===== config.mk =====
export PLATFORM = sky130hd
export DESIGN_NAME = nibble_frame_packer
export DESIGN_NICKNAME = d
export VERILOG_FILES = /design/src/rtl/nibble_frame_packer.sv
export SDC_FILE = /design/constraint.sdc
export NUM_CORES = 1
export LEC_CHECK = 0
export CAP_MARGIN = 20
export CORE_ASPECT_RATIO = 0.5
export CORE_MARGIN = 2
export CORE_UTILIZATION = 27
export CTS_BUF_LIST = sky130_fd_sc_hd__clkbuf_16
export DETAILED_ROUTE_END_ITERATION = 8
export GPL_TIMING_DRIVEN = 0
export PLACE_DENSITY = 0.56
export SLEW_MARGIN = 15
export SYNTH_ARGS = -nofsm -noshare
export SYNTH_HDL_FRONTEND = slang
export SYNTH_SLANG_ARGS = --single-unit

===== constraint.sdc =====
create_clock -name clk -period 2.2 [get_ports clk]
set_clock_uncertainty 0.05 [all_clocks]
set_input_delay 0.55 -clock clk [delete_from_list [all_inputs] [get_ports clk]]
set_output_delay 0.55 -clock clk [all_outputs]
set_load 0.01 [all_outputs]

===== src/rtl/nibble_frame_packer.sv =====
// nibble_frame_packer: packs a valid/ready nibble stream into LANES-wide frames,
// with early termination (zero fill) and a one-frame skid buffer ahead of the output register.
module nibble_frame_packer #(
    parameter int LANES = 5,
    parameter int NIB_W = 4,
    parameter int CNT_W = $clog2(LANES + 1)
) (
    input  logic                        clk,
    input  logic                        rst_n,
    input  logic                        in_valid,
    output logic                        in_ready,
    input  logic [NIB_W-1:0]            in_data,
    input  logic                        in_last,
    output logic                        out_valid,
    input  logic                        out_ready,
    output logic [LANES-1:0][NIB_W-1:0] out_frame,
    output logic [NIB_W-1:0]            out_lane0,
    output logic [CNT_W-1:0]            out_count,
    output logic [7:0]                  frame_cnt
);
    localparam logic [0:0] FILL = 1'b0, STALL = 1'b1;
    logic [LANES-1:0][NIB_W-1:0] asm_q, asm_d, merged, out_frame_q, out_frame_d;
    logic [CNT_W-1:0] idx_q, idx_d, asm_cnt_q, asm_cnt_d, out_count_q, out_count_d;
    logic [0:0] state_q, state_d;
    logic out_valid_q, out_valid_d;
    logic [7:0] frame_cnt_q, frame_cnt_d;
    logic slot_free, accept, done;
    assign slot_free = !out_valid_q || out_ready;
    assign accept    = in_valid && state_q == FILL;
    assign done      = accept && (idx_q == CNT_W'(LANES - 1) || in_last);
    // asm is cleared after every frame, so lanes above idx are already zero
    always_comb begin
        merged         = asm_q;
        merged[idx_q]  = in_data;
    end
    always_comb begin
        asm_d       = asm_q;
        idx_d       = idx_q;
        asm_cnt_d   = asm_cnt_q;
        state_d     = state_q;
        out_frame_d = out_frame_q;
        out_count_d = out_count_q;
        out_valid_d = out_valid_q && !out_ready;
        frame_cnt_d = frame_cnt_q + 8'(out_valid_q && out_ready);
        if (state_q == STALL && slot_free) begin
            out_frame_d = asm_q;
            out_count_d = asm_cnt_q;
            out_valid_d = 1'b1;
            asm_d       = '0;
            idx_d       = '0;
            state_d     = FILL;
        end else if (done && slot_free) begin
            out_frame_d = merged;
            out_count_d = idx_q + CNT_W'(1);
            out_valid_d = 1'b1;
            asm_d       = '0;
            idx_d       = '0;
        end else if (done) begin
            asm_d     = merged;
            asm_cnt_d = idx_q + CNT_W'(1);
            state_d   = STALL;
        end else if (accept) begin
            asm_d = merged;
            idx_d = idx_q + CNT_W'(1);
        end
    end
    always_ff @(posedge clk or negedge rst_n) begin
        if (!rst_n) begin
            asm_q       <= '0;
            idx_q       <= '0;
            asm_cnt_q   <= '0;
            state_q     <= FILL;
            out_frame_q <= '0;
            out_count_q <= '0;
            out_valid_q <= 1'b0;
            frame_cnt_q <= '0;
        end else begin
            asm_q       <= asm_d;
            idx_q       <= idx_d;
            asm_cnt_q   <= asm_cnt_d;
            state_q     <= state_d;
            out_frame_q <= out_frame_d;
            out_count_q <= out_count_d;
            out_valid_q <= out_valid_d;
            frame_cnt_q <= frame_cnt_d;
        end
    end
    assign in_ready  = state_q == FILL;
    assign out_valid = out_valid_q;
    assign out_frame = out_frame_q;
    assign out_lane0 = out_frame_q[0];
    assign out_count = out_count_q;
    assign frame_cnt = frame_cnt_q;
endmodule


==> reports/results.md, run 1 <==
| Parameter | Reported | Unit |
|:---|:---|:---|
| Run status | completed | - |
| Yosys top cell by area | dfrtp_1 | - |
| CTS H-Tree Depth | 3 | - |
| Peak fanout along the critical path | 10 | - |
| Top achievable clock speed | 486.8 | MHz |
| Layout-stage area growth over the synthesis result | 36.93 | % |
| Cell area after technology mapping | 2714 | sq um |
| Sequential fraction of the synthesis area | 54.40 | % |
| Main flop type after synthesis | dfrtp_1 | - |
| Critical path start-end classification | flip-flop to flip-flop | - |
| Die area | 10920 | sq um |
| Post-synth EDFFs | 0 | - |
| Clock period minus final worst setup slack | 2054 | ps |
| Wirelength, routed | 6.520 | mm |
| Leakage power figure | 1.640 | nW |
| Fillers | 959 | - |
| Routed wirelength normalized by instance count | 14.75 | um |
| Via count of the first global-routing pass | 2116 | - |
| Total power | 4.414 | mW |
| Mux contribution to synthesized area | 8.575 | % |
| Worst skew pair latency | 320 | ps |
| Stage delay of the slowest cell on the critical path | 410 | ps |
| Highest-count cells in the layout ignoring fill and taps | 59 x dfrtp_1, 38 x clkdlybuf4s50_1, 30 x nor2_1, 27 x a21oi_1 | - |
| Post-DP HPWL | 4.436 | mm |
| Most frequent standard cell in the layout excluding fill and tap cells | dfrtp_1 | - |
| Vertical die dimension | 74.89 | um |
| Clock Tree Root | clkbuf_16 | - |
| CP endpoint kind | flip-flop | - |
| Final weighted congestion of routability-driven global placement | 0.8171 | - |
| Cells after Synth | 246 | - |
| Top cells by area, synth | dfrtp_1 54%, mux2i_1 7.7%, a22o_1 6.8% | - |
| XOR/XNOR Fraction of Synth Area | 2.259 | % |
| Clock tree from TritonCTS | yes | - |
| Ports | 46 | - |
| Data required time at the worst endpoint | 2360 | ps |
| Pin count of the biggest net entering global routing | 60 | - |
| Area share of fa/ha/maj cells after synthesis | 1.844 | % |
| Number of iterations in the first detailed-routing pass | 4 | - |
| Mean instance size in the synthesized netlist | 11.03 | sq um |
| Worst hold slack after final layout | 230.9 | ps |
| Slew at the pin closest to its max-slew limit | 748.4 | ps |
| CTS buffer count | 9 | - |
| IR drop worst, VDD | 0.3547 | mV |
| Area share of and/or/nand/nor cells after synthesis | 11.57 | % |
| Largest buffer count on any clock path | 2 | - |
| Max Cap Violations | 0 | - |
| Main combinational cell family by area after synthesis | compound AO/OA/AOI/OAI gates | - |
| Antenna diodes | 0 | - |
| Initial core utilization | 28.26 | % |
| Hold Vio Cnt, Final | 0 | - |
| Final setup viols | 0 | - |
| First-pass GRT wire length | 10.71 | mm |
| Worst setup SP type | flip-flop | - |
| Remaining antenna violation count after routing | 0 | - |
| Horizontal die dimension | 145.8 | um |
| Class of the tightest hold or removal check | input pin to asynchronous set/reset pin | - |
| Fraction of the mapped netlist area in compound gates | 16.97 | % |
| Number of DRC violations after detailed-routing iteration 0 | 151 | - |
| Max-slew violation total from the final report | 0 | - |
| Number of register bits inferred by synthesis | 59 | - |
| Number of nets in the layout | 315 | - |
| Layout cells sized above 1 | 15.31 | % |
| Slew HR | 50.11 | % |
| DRC violation count after routing | 0 | - |
| Area share of the leading cell type in the synthesized netlist | 54.40 | % |
| Via-per-instance ratio | 4.667 | - |
| Arrival time worst endpoint | 2210 | ps |
| Port bufs | 40 | - |
| Clk pin slew, worst setup/hold paths | 50 | ps |
| Total global routing overflow | 0 | - |
| Power Dens Cells | 1188 | nW/um^2 |
| Library cell contributing the largest single delay on the critical path | dfrtp_1 | - |
| Core Region | 9603 | sq um |
| Number of clock sinks | 59 | - |
| Number of warnings issued by yosys | 0 | - |
| Overall routing resource usage | 12.72 | % |
| Antenna violations before repair | 0 | - |
| Setup repair after global routing missed its margin | false | - |
| Cell-by-cell trace of the critical path | buf_4, inv_1, ha_2, a21oi_4, o21ai_4, o21ai_2, a22o_1 | - |
| Ys async rst share | 100.0 | % |
| Yosys cell types | 36 | - |
| Synthesized net count | 259 | - |
| Std cell rows | 25 | - |
| Total number of vias | 2063 | - |
| Period Utilization, post-route | 93.38 | % |
[final timing paths]
kind / from / end / slack [ps] / depth (start not counted)
worst max-delay path: idx_q[0]$_DFFE_PN0P_ / asm_q[11]$_DFFE_PN0P_ / 150 / 7
worst min-delay path: rst_n / out_frame[17]$_DFFE_PN0P_ / 230 / 1
worst max register to register: idx_q[0]$_DFFE_PN0P_ / asm_q[11]$_DFFE_PN0P_ / 150 / 7
worst min register to register: frame_cnt[7]$_DFF_PN0_ / frame_cnt[7]$_DFF_PN0_ / 420 / 1
max in group asynchronous: rst_n / frame_cnt[3]$_DFF_PN0_ / 1360 / 1
min in group clk: frame_cnt[7]$_DFF_PN0_ / frame_cnt[7]$_DFF_PN0_ / 420 / 1
[state kept, by name, indices dropped and copies added, names as in the netlist]
register   count
frame_cnt      8
out_count      3
out_frame     16
out_lane0      4
state_q        1
out_valid      1
asm_q         20
idx_q          3
asm_cnt_q      3
[cell type report]
cell class                 count  area, sq um  share of cell area (%)
buffer                        18        110.1                   2.963
clock buffer                   9        225.2                   6.061
clock inverter                 7        83.83                   2.256
inverter                       5        21.27                  0.5724
multi-input combinational    165         1200                   32.29
sequential                    59         1476                   39.73
tap                          135        168.9                   4.545
timing repair buffer          44        430.4                   11.58
[cell usage after synthesis, types with 2 or more instances]
cell type,count
dfrtp_1,59
nor2_1,30
a21oi_1,28
a22o_1,21
mux2i_1,21
o21ai_1,10
buf_2,7
nand2_1,7
buf_4,6
o21ai_0,6
xnor2_1,5
buf_1,4
ha_1,4
inv_1,4
nand3_1,4
nor4_2,4
nor3b_1,3
mux2_2,2
nand2b_1,2
nand4_1,2
xor2_1,2
[kinds of logic (layout without fill, tap and decap cells)]
| kind of cell | count (synthesis) | after routing |
|---|---|---|
| compound gates | 71 | 72 |
| flops | 59 | 59 |
| simple gates | 59 | 59 |
| mux | 23 | 23 |
| buf+inv | 23 | 83 |
| xor+xnor | 7 | 7 |
| fa+ha+maj | 4 | 4 |
[metrics by stage]
stage / area, sq um / std cells / utilization [%] / TNS [ps] / setup slack (ps)
4_1_cts: 3616 / 439 / 37.65 / 0 / 37.87
3_3_place_gp: 3283 / 421 / 34.19 / -80560 / -1327
2_1_floorplan: 2714 / 246 / - / 0 / 277.0
3_5_place_dp: 3281 / 421 / 34.16 / -3004 / -146.8
5_1_grt: 3716 / 442 / 38.70 / 0 / 16.33
6_report: 3716 / 442 / 38.70 / 0 / 145.6
[worst max-delay path: cells and delay by family (launching register included)]
kind / cells / cell delay (ps)
compound gates: 4 / 820
fa+ha+maj: 1 / 280
flops: 1 / 410
buf+inv: 2 / 370
[where the power goes]
group	internal [mW]	total, mW	switching, mW
logic	0.749	1.42	0.667
registers	1.37	1.55	0.186
clock network	0.975	1.45	0.472
total	3.09	4.41	1.32
[routing by layer]
metal	share of wire, %	global-route usage, %	up-vias
met5	0	0	-
met4	1.6	6.209	0
met3	4.9	4.121	12
met2	45	19.65	39
met1	48	16.50	1021
li1	-	-	991
[timing repair]
| action | 4_1_cts | 5_1_grt |
|---|---|---|
| pin swaps | 1 | 3 |
| hold buffers | 0 | 0 |
| gates resized for setup | 3 | 15 |
| setup buffers | 2 | 2 |
| cloned | 0 | 1 |
| endpoints found under the setup margin | 18 | 39 |
Note: power is estimated with default switching activity, not from simulation.
==> run 2: changes to the inputs <==
--- a/config.mk
+++ b/config.mk
@@ -10,10 +10,11 @@
 export CORE_MARGIN = 2
 export CORE_UTILIZATION = 27
 export CTS_BUF_LIST = sky130_fd_sc_hd__clkbuf_16
+export CTS_CLUSTER_SIZE = 10
 export DETAILED_ROUTE_END_ITERATION = 8
 export GPL_TIMING_DRIVEN = 0
 export PLACE_DENSITY = 0.56
-export SLEW_MARGIN = 15
+export SKIP_CTS_REPAIR_TIMING = 1
 export SYNTH_ARGS = -nofsm -noshare
 export SYNTH_HDL_FRONTEND = slang
 export SYNTH_SLANG_ARGS = --single-unit
==> run 2 against run 1 <==
  * Cell area shrank 1.6%
  * Flip-flop and latch count is the same
  * Largest power group unchanged
  * Sequential share of layout area grew 0.64 points
  * Routed wire length shrank 0.15%
  * First-iteration DRC count shrank 25%
  * Sequential power is essentially flat
==> reports/results.md, run 2 (same netlist as run 1, synthesis figures left out) <==
| Parameter | Reported | Unit |
|:---|:---|:---|
| Max-slew violation total from the final report | 0 | - |
| Worst Reg-to-Reg Cells | 8 | - |
| Peak fanout along the critical path | 10 | - |
| Pin count of the biggest net entering global routing | 33 | - |
| Setup Slack @ Placement | -146.5 | ps |
| Largest delay contributor family on the critical path | buffers and inverters | - |
| Horizontal die dimension | 145.8 | um |
| Via-per-instance ratio | 4.648 | - |
| Total power | 4.176 | mW |
| Hold Vio Cnt, Final | 0 | - |
| Antenna diodes | 0 | - |
| Buffers and inverters on the worst path | 3 | - |
| Library cell contributing the largest single delay on the critical path | clkdlybuf4s50_1 | - |
| First-pass GRT wire length | 10.28 | mm |
| Worst skew pair latency | 330 | ps |
| CTS buffer count | 9 | - |
| Total global routing overflow | 0 | - |
| Met1 layer usage reported by global route | 16.24 | % |
| IR drop worst, VDD | 0.3866 | mV |
| Worst setup SP type | flip-flop | - |
| Slew at the pin closest to its max-slew limit | 654.7 | ps |
| Post-DP HPWL | 4.491 | mm |
| Top achievable clock speed | 463.9 | MHz |
| Clock Tree Root | clkbuf_16 | - |
| Met3 Use GR | 3.879 | % |
| DRC violation count after routing | 0 | - |
| Clock tree from TritonCTS | yes | - |
| CP endpoint kind | output port | - |
| Die area | 10920 | sq um |
| Via count of the first global-routing pass | 2066 | - |
| Number of iterations in the first detailed-routing pass | 4 | - |
| Setup repair after global routing missed its margin | false | - |
| Antenna violations before repair | 0 | - |
| Port bufs | 40 | - |
| Layout cells sized above 1 | 14.94 | % |
| Wirelength, routed | 6.510 | mm |
| Critical path start-end classification | flip-flop to output port | - |
| Number of DRC violations after detailed-routing iteration 0 | 113 | - |
| Top Usage Layer GRT | met2 | - |
| Initial core utilization | 28.26 | % |
| Global-route met2 utilization | 18.82 | % |
| Largest buffer count on any clock path | 2 | - |
| Data required time at the worst endpoint | 1600 | ps |
| Class of the tightest hold or removal check | input pin to asynchronous set/reset pin | - |
| Vertical die dimension | 74.89 | um |
| Overall routing resource usage | 12.30 | % |
| Most frequent standard cell in the layout excluding fill and tap cells | dfrtp_1 | - |
| Arrival time worst endpoint | 1560 | ps |
| Number of clock sinks | 59 | - |
| Core Region | 9603 | sq um |
| Slew HR | 56.35 | % |
| Power Dens Cells | 1142 | nW/um^2 |
| Total number of vias | 2059 | - |
| Ports | 46 | - |
| Highest-count cells in the layout ignoring fill and taps | 59 x dfrtp_1, 39 x clkdlybuf4s50_1, 30 x nor2_1, 27 x a21oi_1 | - |
| Max Cap Violations | 0 | - |
| Min setup slack post-route | 44.30 | ps |
| Routed wirelength normalized by instance count | 14.70 | um |
| Std cell rows | 25 | - |
| Final weighted congestion of routability-driven global placement | 0.8171 | - |
| Layout-stage area growth over the synthesis result | 34.76 | % |
| Most flop-heavy register | asm_q | - |
| CTS H-Tree Depth | 3 | - |
| Final setup viols | 0 | - |
| Clock period minus final worst setup slack | 2156 | ps |
| Stage delay of the slowest cell on the critical path | 550 | ps |
| Clk pin slew, worst setup/hold paths | 50 | ps |
| Remaining antenna violation count after routing | 0 | - |
| Number of cells on the critical path | 3 | - |
| Period Utilization, post-route | 97.99 | % |
| Run status | completed | - |
| Cell-by-cell trace of the critical path | buf_4, inv_4, clkdlybuf4s50_1 | - |
| Largest register FFs | 20 | - |
| Leakage power figure | 1.621 | nW |
| Number of nets in the layout | 316 | - |
-- run 2: changes by cell type in the layout (fill, tap and decap cells not counted), moves of 2 or more --
cell,previous run,this run
buf_2,3,6
bufinv_16,2,0
clkbuf_4,3,1
nor4_2,0,2
nor4_4,4,2
-- run 2: final timing paths --
path	from	slack (ps)	to
setup reg to reg	idx_q[0]$_DFFE_PN0P_	110	asm_q[13]$_DFFE_PN0P_
setup / recovery	state_q$_DFFE_PN0P_	40	in_ready
hold / removal	rst_n	200	state_q$_DFFE_PN0P_
hold reg to reg	frame_cnt[7]$_DFF_PN0_	420	frame_cnt[7]$_DFF_PN0_
min in group clk	frame_cnt[7]$_DFF_PN0_	420	frame_cnt[7]$_DFF_PN0_
max in group asynchronous	rst_n	1310	out_frame[8]$_DFFE_PN0P_
-- run 2: worst register-to-register path: stages, from the launching register on --
cell     delay (ps)
dfrtp_1         410
buf_4           200
inv_1           160
ha_2            290
a21oi_4         100
buf_4           160
o21ai_4         210
o21ai_1         160
a22o_1          230
-- run 2: final cells by class --
type | count | area [sq um]
tap | 135 | 168.9
clock buffer | 9 | 225.2
multi-input combinational | 165 | 1179
timing repair buffer | 45 | 445.4
clock inverter | 7 | 36.28
sequential | 59 | 1476
inverter | 5 | 21.27
fill | 957 | 5946
buffer | 18 | 105.1
-- run 2: per-layer routing --
| metal | vias to the layer above | share of wire, % |
|---|---|---|
| li1 | 999 | - |
| met4 | 0 | 1.7 |
| met5 | - | 0 |
| met2 | 40 | 46 |
| met3 | 13 | 5.4 |
| met1 | 1007 | 47 |
-- run 2: where the power goes --
| part | leakage [nW] | switching (mW) | internal (mW) |
|---|---|---|---|
| combinational | 0.745 | 0.655 | 0.745 |
| sequential | 0.748 | 0.189 | 1.37 |
| clock | 0.129 | 0.479 | 0.743 |
-- run 2: stage by stage --
stage	util [%]	instance area (sq um)	std cells	hold slack [ps]	TNS, ps
after global placement	34.19	3283	421	413.7	-80560
after global routing	38.08	3657	443	251.9	0
after CTS	37.07	3560	438	222.1	-903.4
after detailed placement	34.35	3298	422	416.2	-3195
final	38.08	3657	443	201.2	0
after floorplan	-	2714	246	204.4	0
==> run 3: changes to the inputs <==
--- a/config.mk
+++ b/config.mk
@@ -7,9 +7,10 @@
 export LEC_CHECK = 0
 export CAP_MARGIN = 20
 export CORE_ASPECT_RATIO = 0.5
-export CORE_MARGIN = 2
+export CORE_MARGIN = 5
 export CORE_UTILIZATION = 27
 export CTS_BUF_LIST = sky130_fd_sc_hd__clkbuf_16
+export CTS_CLUSTER_DIAMETER = 60
 export CTS_CLUSTER_SIZE = 10
 export DETAILED_ROUTE_END_ITERATION = 8
 export GPL_TIMING_DRIVEN = 0
==> run 3 against run 2 <==
  * Sequential power about the same
  * Critical path type is now flip-flop to flip-flop
  * Highest routed layer unchanged
  * Die area increased by 12%
  * Final cell count decreased by 0.23%
  * Via count decreased by 0.19%
  * Core utilization increased by 0.30 points
  * Combinational power about the same
==> reports/results.md, run 3 (same netlist as run 1, synthesis figures left out) <==
| Parameter | Reported | Unit |
|:---|:---|:---|
| Run status | completed | - |
| Top achievable clock speed | 477.5 | MHz |
| Stage delay of the slowest cell on the critical path | 410 | ps |
| Horizontal die dimension | 151.8 | um |
| Std cell rows | 25 | - |
| Net Sw Frac | 31.08 | % |
| Number of nets in the layout | 316 | - |
| Antenna violations before repair | 0 | - |
| First-pass GRT wire length | 10.89 | mm |
| Total global routing overflow | 0 | - |
| Wirelength, routed | 6.636 | mm |
| Number of DRC violations after detailed-routing iteration 0 | 121 | - |
| Most frequent standard cell in the layout excluding fill and tap cells | dfrtp_1 | - |
| Most flop-heavy register | asm_q | - |
| Worst setup SP type | flip-flop | - |
| Worst skew pair latency | 320 | ps |
| Peak fanout along the critical path | 10 | - |
| Terminus of the critical flop-to-flop path | asm_q[8]$_DFFE_PN0P_ | - |
| Clock network fraction of design power | 30.8 | % |
| Die area | 12280 | sq um |
| Routed wirelength normalized by instance count | 15.01 | um |
| Net Switching | 1.340 | mW |
| Setup Slack @ Placement | -137.4 | ps |
| Class of the tightest hold or removal check | input pin to asynchronous set/reset pin | - |
| Remaining antenna violation count after routing | 0 | - |
| P_int | 2.972 | mW |
| Overall routing resource usage | 11.47 | % |
| Power Dens Cells | 1166 | nW/um^2 |
| Vertical die dimension | 80.89 | um |
| Layout-stage area growth over the synthesis result | 36.28 | % |
| Combinational fraction of design power | 33.0 | % |
| Pin count of the biggest net entering global routing | 32 | - |
| Period Utilization, post-route | 95.19 | % |
| R2r startpoint | idx_q[0]$_DFFE_PN0P_ | - |
| IR drop worst, VDD | 0.3953 | mV |
| Worst Reg-to-Reg Cells | 7 | - |
| Ports | 46 | - |
| Cell-by-cell trace of the critical path | buf_4, inv_1, ha_2, a21oi_4, o21ai_4, o21ai_1, a22o_1 | - |
| Slew at the pin closest to its max-slew limit | 662.9 | ps |
| Highest-count cells in the layout ignoring fill and taps | 59 x dfrtp_1, 38 x clkdlybuf4s50_1, 30 x nor2_1, 27 x a21oi_1 | - |
| Setup repair after global routing missed its margin | false | - |
| Cell count after placement | 422 | - |
| Worst hold slack after final layout | 212.3 | ps |
| Initial core utilization | 28.17 | % |
| Final weighted congestion of routability-driven global placement | 0.8200 | - |
| CP endpoint kind | flip-flop | - |
| Antenna diodes | 0 | - |
| CTS H-Tree Depth | 3 | - |
| Clock Tree Root | clkbuf_16 | - |
| Data required time at the worst endpoint | 2360 | ps |
| Clock period minus final worst setup slack | 2094 | ps |
| Number of iterations in the first detailed-routing pass | 6 | - |
| Number of clock sinks | 59 | - |
| Total Negative Setup Slacks | 0 | ps |
| Clock tree from TritonCTS | yes | - |
| Hold Vio Cnt, Final | 0 | - |
| Slew HR | 55.81 | % |
| Leakage power figure | 1.628 | nW |
| Min setup slack post-route | 105.9 | ps |
| Reg2Reg Setup Slack | 110 | ps |
| Worst setup path startpoint | idx_q[0]$_DFFE_PN0P_ | - |
| Total number of vias | 2055 | - |
| Port bufs | 40 | - |
| Clk pin slew, worst setup/hold paths | 50 | ps |
| Layout cells sized above 1 | 15.31 | % |
| Via count of the first global-routing pass | 2094 | - |
| Final setup viols | 0 | - |
| Core Region | 9634 | sq um |
| Critical path start-end classification | flip-flop to flip-flop | - |
| Largest buffer count on any clock path | 2 | - |
| Max Cap Violations | 0 | - |
| Library cell contributing the largest single delay on the critical path | dfrtp_1 | - |
| Via-per-instance ratio | 4.649 | - |
| Max-slew violation total from the final report | 0 | - |
| Post-DP HPWL | 4.752 | mm |
| Largest register FFs | 20 | - |
| DRC violation count after routing | 0 | - |
| Arrival time worst endpoint | 2250 | ps |
| Sequential cell fraction of total power | 36.1 | % |
| CTS buffer count | 9 | - |
| Cell Count, Final, Fillers Out | 442 | - |
==> run 3: changes by cell type in the layout (fill, tap and decap cells not counted), sizes merged <==
| cell | delta |
|---|---|
| clkdlybuf4s50 | -1 |
| bufinv | +1 |
| dlymetal6s2s | +1 |
| clkinv | -2 |
| clkinvlp | +1 |
| inv | -1 |
==> run 3: layer usage <==
metal	GRT usage [%]	routed length, um
met3	3.567	255
met4	3.943	122
met5	0	0
met2	18.10	3139
met1	15.05	3119
==> run 3: final cells by class <==
cell class	count	area (sq um)
Clock buffer	9	225.2
Fill cell	956	5936
Inverter	5	21.27
Timing Repair Buffer	45	447.9
Tap cell	135	168.9
Buffer	18	105.1
Clock inverter	6	57.56
Multi-Input combinational cell	165	1196
Sequential cell	59	1476
==> run 3: how the worst max path moves through the flow <==
stage | cells past startpoint | end
after floorplan | 7 | asm_q[0]$_DFFE_PN0P_
after global placement | 1 | out_frame[9]$_DFFE_PN0P_
after detailed placement | 5 | asm_q[7]$_DFFE_PN0P_
after CTS | 7 | asm_q[5]$_DFFE_PN0P_
after global routing | 7 | asm_q[8]$_DFFE_PN0P_
final | 7 | asm_q[8]$_DFFE_PN0P_
==> run 3: stage by stage <==
| step | total power [mW] | util [%] | instance area, sq um |
|---|---|---|---|
| after floorplan | 2.261 | - | 2714 |
| after global placement | 2.894 | 34.08 | 3283 |
| after detailed placement | 2.940 | 34.23 | 3298 |
| after CTS | 4.277 | 37.17 | 3581 |
| after global routing | 4.571 | 38.39 | 3699 |
| final | 4.312 | 38.39 | 3699 |
==> run 3: power groups by stage <==
stage / Clock, mW / Sequential (mW) / Combinational (mW)
after global routing: 1.41 / 1.60 / 1.56
after floorplan: 0 / 1.64 / 0.625
after detailed placement: 0 / 1.57 / 1.37
after global placement: 0 / 1.56 / 1.34
after CTS: 1.35 / 1.56 / 1.37
final: 1.33 / 1.56 / 1.42
==> run 3: worst max-delay path, delay by kind of cell, from the launching register on <==
kind | cells | cell delay [ps]
AOI/OAI and AO/OA | 4 | 880
DFF | 1 | 410
buffers and inverters | 2 | 360
adders and majority gates | 1 | 280
